[src/rtl/cpu_mem_responder.sv]
// 256x16 single-port RAM for CPU_top with a byte-stream boot loader that holds the CPU in reset.
// Optional CPU write protection below PROT_TOP is compiled in with `define MEM_WR_PROTECT_EN.
module cpu_mem_responder #(
    parameter int LOAD_WORDS = 256,
    parameter int PROT_TOP   = 50
) (
    input  logic        clk,
    input  logic        rst,
    input  logic [7:0]  cpu_address,
    input  logic [15:0] cpu_wdata,
    input  logic        cpu_we,
    output logic [15:0] cpu_rdata,
    output logic        cpu_rst_n,
    input  logic [7:0]  load_data,
    input  logic        load_valid,
    output logic        load_ready,
    output logic        load_done,
    output logic        wr_fault
);

    typedef enum logic [1:0] {LOAD_HI, LOAD_LO, RUN} state_t;

    localparam logic [8:0] LOAD_LAST = 9'(LOAD_WORDS);
    localparam logic [8:0] PROT_LIM  = 9'(PROT_TOP);

    state_t      state_q, state_d;
    logic [8:0]  load_ptr_q, load_ptr_d;
    logic [7:0]  hi_byte_q, hi_byte_d;
    logic [15:0] rdata_q;
    logic [15:0] mem_q [256];

    logic        mem_we;
    logic [7:0]  mem_waddr;
    logic [15:0] mem_wdata;
    logic [8:0]  ptr_inc;

`ifdef MEM_WR_PROTECT_EN
    logic fault_q, fault_d;
    logic prot_hit;
    assign prot_hit = ({1'b0, cpu_address} < PROT_LIM);
`else
    logic prot_unused;
    assign prot_unused = ^PROT_LIM;
`endif

    assign ptr_inc = load_ptr_q + 9'd1;

    always_comb begin
        state_d    = state_q;
        load_ptr_d = load_ptr_q;
        hi_byte_d  = hi_byte_q;
        mem_we     = 1'b0;
        mem_waddr  = cpu_address;
        mem_wdata  = cpu_wdata;
`ifdef MEM_WR_PROTECT_EN
        fault_d    = 1'b0;
`endif
        case (state_q)
            LOAD_HI: begin
                if (load_valid) begin
                    hi_byte_d = load_data;
                    state_d   = LOAD_LO;
                end
            end
            LOAD_LO: begin
                if (load_valid) begin
                    mem_we     = 1'b1;
                    mem_waddr  = load_ptr_q[7:0];
                    mem_wdata  = {hi_byte_q, load_data};
                    load_ptr_d = ptr_inc;
                    state_d    = (ptr_inc == LOAD_LAST) ? RUN : LOAD_HI;
                end
            end
            RUN: begin
                if (cpu_we) begin
`ifdef MEM_WR_PROTECT_EN
                    if (prot_hit) begin
                        fault_d = 1'b1;
                    end else begin
                        mem_we = 1'b1;
                    end
`else
                    mem_we = 1'b1;
`endif
                end
            end
            default: state_d = LOAD_HI;
        endcase
    end

    always_ff @(posedge clk) begin
        if (rst) begin
            state_q    <= LOAD_HI;
            load_ptr_q <= 9'd0;
            hi_byte_q  <= 8'h00;
            rdata_q    <= 16'h0000;
        end else begin
            state_q    <= state_d;
            load_ptr_q <= load_ptr_d;
            hi_byte_q  <= hi_byte_d;
            rdata_q    <= (state_q == RUN) ? mem_q[cpu_address] : 16'h0000;
        end
    end

    // RAM is never cleared; reset only suppresses a write landing on the same edge.
    always_ff @(posedge clk) begin
        if (mem_we && !rst) begin
            mem_q[mem_waddr] <= mem_wdata;
        end
    end

`ifdef MEM_WR_PROTECT_EN
    always_ff @(posedge clk) begin
        if (rst) begin
            fault_q <= 1'b0;
        end else begin
            fault_q <= fault_d;
        end
    end
    assign wr_fault = fault_q;
`else
    assign wr_fault = 1'b0;
`endif

    assign cpu_rdata  = rdata_q;
    assign load_ready = (state_q != RUN);
    assign cpu_rst_n  = (state_q == RUN);
    assign load_done  = (state_q == RUN);

endmodule
[config.mk]
export PLATFORM = sky130hd
export DESIGN_NAME = cpu_mem_responder
export DESIGN_NICKNAME = d
export VERILOG_FILES = /design/src/rtl/cpu_mem_responder.sv
export SDC_FILE = /design/constraint.sdc
export NUM_CORES = 2
export LEC_CHECK = 0
export BUFFER_PORTS_ARGS = -buffer_cell sky130_fd_sc_hd__buf_4
export CAP_MARGIN = 25
export CORE_AREA = 2 2 734 736
export CTS_CLUSTER_SIZE = 10
export DETAILED_ROUTE_END_ITERATION = 12
export DIE_AREA = 0 0 736 738
export GPL_TIMING_DRIVEN = 1
export PLACE_DENSITY = 0.54
export SYNTH_ARGS = -nofsm -noshare
export SYNTH_HDL_FRONTEND = slang
export SYNTH_SLANG_ARGS = --single-unit
[constraint.sdc]
create_clock -name clk -period 17.4 [get_ports clk]
set_input_delay 1.74 -clock clk [delete_from_list [all_inputs] [get_ports clk]]
set_output_delay 1.74 -clock clk [all_outputs]
set_load 0.01 [all_outputs]
==> summary.md <==
| Metric | Value |
|---|---|
| Final Instance Count excl. Fillers | `15329` |
| Yosys top cell area share | `76.8%` |
| Area share of xor/xnor cells in the synthesized design | `0.0383%` |
| CP Capture Type | `flop` |
| Number of setup buffers added after CTS | `0` |
| Cell area after synthesis | `0.160 mm^2` |
| CP peak stage delay | `0.79 ns` |
| Post-Synth Simple-Gate Area | `2.87%` |
| Area of the core | `0.535 mm^2` |
| Number of global-route vias before repair | `82235` |
| Post-synth ARST share | `0%` |
| Crit path from | `cpu_address[1]` |
| Worst vdd rail ir drop | `0.0848 mV` |
| Reg2Reg Launch Point | `state_q[1]` |
| Synth unique cells | `83` |
| Gr ovfl total | `0` |
| Seq/Total Area, Yosys | `77.2%` |
| Critical Path AT | `7.57 ns` |
| Placed insts | `14709` |
| CTS Buf Count | `456` |
| Synth Instances | `7621` |
| Ys Warns | `0` |
| Die height | `738 um` |
| Top-count cell post-synth | `edfxtp_1` |
| Worst slew margin | `-0.0459%` |
| Top cells by area, synth | `edfxtp_1 (77%), mux4_2 (11%), mux2i_1 (2.5%)` |
| Fin. Hold Viols | `0` |
| Synth Area per Inst | `21.0 um^2` |
| WS Path Type | `in -> reg` |
| Cell leakage power | `0.0565 uW` |
| Final ANT Viol Nets | `0` |
| Fin crit share | `37.8%` |
| Htree depth | `5` |
| DR vias | `82870` |
| Worst-margin pin slew | `1.50 ns` |
| Run status | `complete, but fails checks` |
| Worst hold slack | `0.457 ns` |
| Post_cts resized | `0` |
| RePlAce Congestion | `0.924` |
| RSZ-0062 raised after global routing | `no` |
| Root Buffer | `clkbuf_16` |
| Clock Skew | `0.0823 ns` |
| Violated checks | `slew limit` |
| Synth Net Count | `7661` |
| Total Neg Setup Slack | `0 ns` |
| CTS Buffer Depth | `4` |
| CP required | `18.39 ns` |
| Routed wire length | `497000 um` |
| PD cells | `113 mW/mm^2` |
| 1st-iter DRT viols | `11698` |
| Number of remaining DRC errors | `0` |
| TritonRoute pass-1 iters | `7` |
| First-pass GRT wire length | `682000 um` |
| Synth top cells by count | `edfxtp_1 (4096), mux4_2 (772), mux2i_1 (407)` |
| TritonCTS Sinks | `4131` |
| Area growth from synthesis to layout | `14.3%` |
| Hold Buf Count CTS | `0` |
| Ports | `56` |
| Max Transition Viols Final | `8` |
| Port bufs | `54` |
| CP Cell Sequence | `buf_8 -> buf_4 -> buf_12 -> buf_4 -> buf_4 -> mux4_2 -> o22a_1 -> nor2_1 -> a2111oi_0 -> nand4_1 -> o31ai_1` |
| Primary FF master, synth | `edfxtp_1` |
| Layout net count | `8170` |
| Row cnt | `269` |
| Final min period | `6.57 ns` |
| Wire per inst | `32.4 um` |
| Layout Utilization | `34.2%` |
| Most Frequent Cell on Critical Path | `buf_4` |
| Share of layout cells above drive strength 1 | `23.1%` |
| Clock Pin Slew Worst Setup and Hold Paths | `0.06 ns` |
| GRT Total Usage | `17.8%` |
| Largest family of logic cells by synthesized area | `multiplexers` |
| Origin of the worst min-delay path | `hi_byte_q[3]` |
| Clk Latency, worst-skew pair | `1.09 ns` |
| Worst path slowest cell | `buf_4` |
| Seq cells post-synth | `4131` |
| Adder-cell share of the synthesized area | `0.0312%` |
| MaxCap Viol Count | `0` |
| Worst Hold Class | `reg -> reg` |
| Compound-Gate Fraction of Synth Area | `3.44%` |
| Crit-path max FO | `93` |
| Antenna violations before repair | `28` |
| CTS tree | `done` |
| Mux contribution to synthesized area | `14.4%` |
| Final instance area | `0.183 mm^2` |
| Pin count of the biggest net entering global routing | `205` |
| Finish-stage setup viols | `0` |
| Filler instances | `49630` |
| DIE AREA | `0.543 mm^2` |
| Placed cell areas | `0.170 mm^2` |
| Post-synth EDFFs | `4096` |
| Vias/cell | `5.41` |
| DIE WIDTH | `736 um` |
| Area leader, netlist | `edfxtp_1` |
| Initial Util | `29.9%` |
| CP startpoint kind | `input pin` |
| Max Freq | `0.152 GHz` |
| Post-DP HPWL | `311000 um` |
layout make-up:
cell class	count	area (um^2)	share of cell area, %
Inverter	6	28.8	0.0157
Clock inverter	35	611	0.333
Multi-Input combinational cell	3016	33700	18.4
Sequential cell	4131	124000	67.6
Tap cell	7046	8820	4.81
Timing Repair Buffer	519	4380	2.39
Clock buffer	566	11900	6.49
Antenna cell	10	25.0	0.0137
sequential cells by signal, indices dropped and copies added (netlist names):
signal      count
cpu_rdata      16
mem_q        4096
hi_byte_q       8
load_ptr_q      9
state_q         2
worst paths after layout:
| check | to | slack (ns) | cells past startpoint |
|---|---|---|---|
| worst max-delay path | cpu_rdata[2] | 10.83 | 11 |
| worst min-delay path | hi_byte_q[3] | 0.46 | 2 |
| worst max register to register | mem_q[58][12] | 12.52 | 9 |
| worst min register to register | hi_byte_q[3] | 0.46 | 2 |
layer usage:
| metal | share of wire, % | GRT usage, % |
|---|---|---|
| met1 | 39 | 23.6 |
| met2 | 47 | 28.4 |
| met3 | 8.7 | 3.60 |
| met4 | 5.2 | 7.97 |
| met5 | 0.014 | 0 |
cells in the final DEF (no fill, tap or decap), types with 92 or more instances in the layout:
cell / instances
buf_4: 467
nor2_1: 324
mux4_2: 772
mux2i_1: 407
edfxtp_1: 4096
o21ai_0: 112
clkbuf_1: 105
a21oi_1: 92
clkbuf_16: 457
o22ai_1: 187
nor3_1: 106
nand3_1: 98
o221ai_1: 124
nand2_1: 159
power breakdown:
group          internal [uW]  switching [uW]  total [uW]
registers              11100            1.62       11100
logic                    297             821        1120
clock network           4730            3780        8510
total                  16100            4600       20700
worst max-delay path, delay by kind of cell:
kind            cells  cell delay [ns]
simple gates        2             0.86
mux                 1             0.35
buf+inv             5             2.97
compound gates      3             1.19
through the flow:
step	setup slack, ns	power [uW]
finish	10.83	20700
global route	10.84	21200
CTS	10.85	20800
detailed placement	9.75	12400
global placement	9.47	12400
floorplan	10.47	12000
logic make-up after synthesis:
family	after synthesis
XOR/XNOR	7
adder cells (fa/ha/maj)	4
AO/OA/AOI/OAI	792
other	1
buffers and inverters	474
AND/OR/NAND/NOR	956
multiplexers	1256
flip-flops	4131
Note: power is estimated with default switching activity, not from simulation.
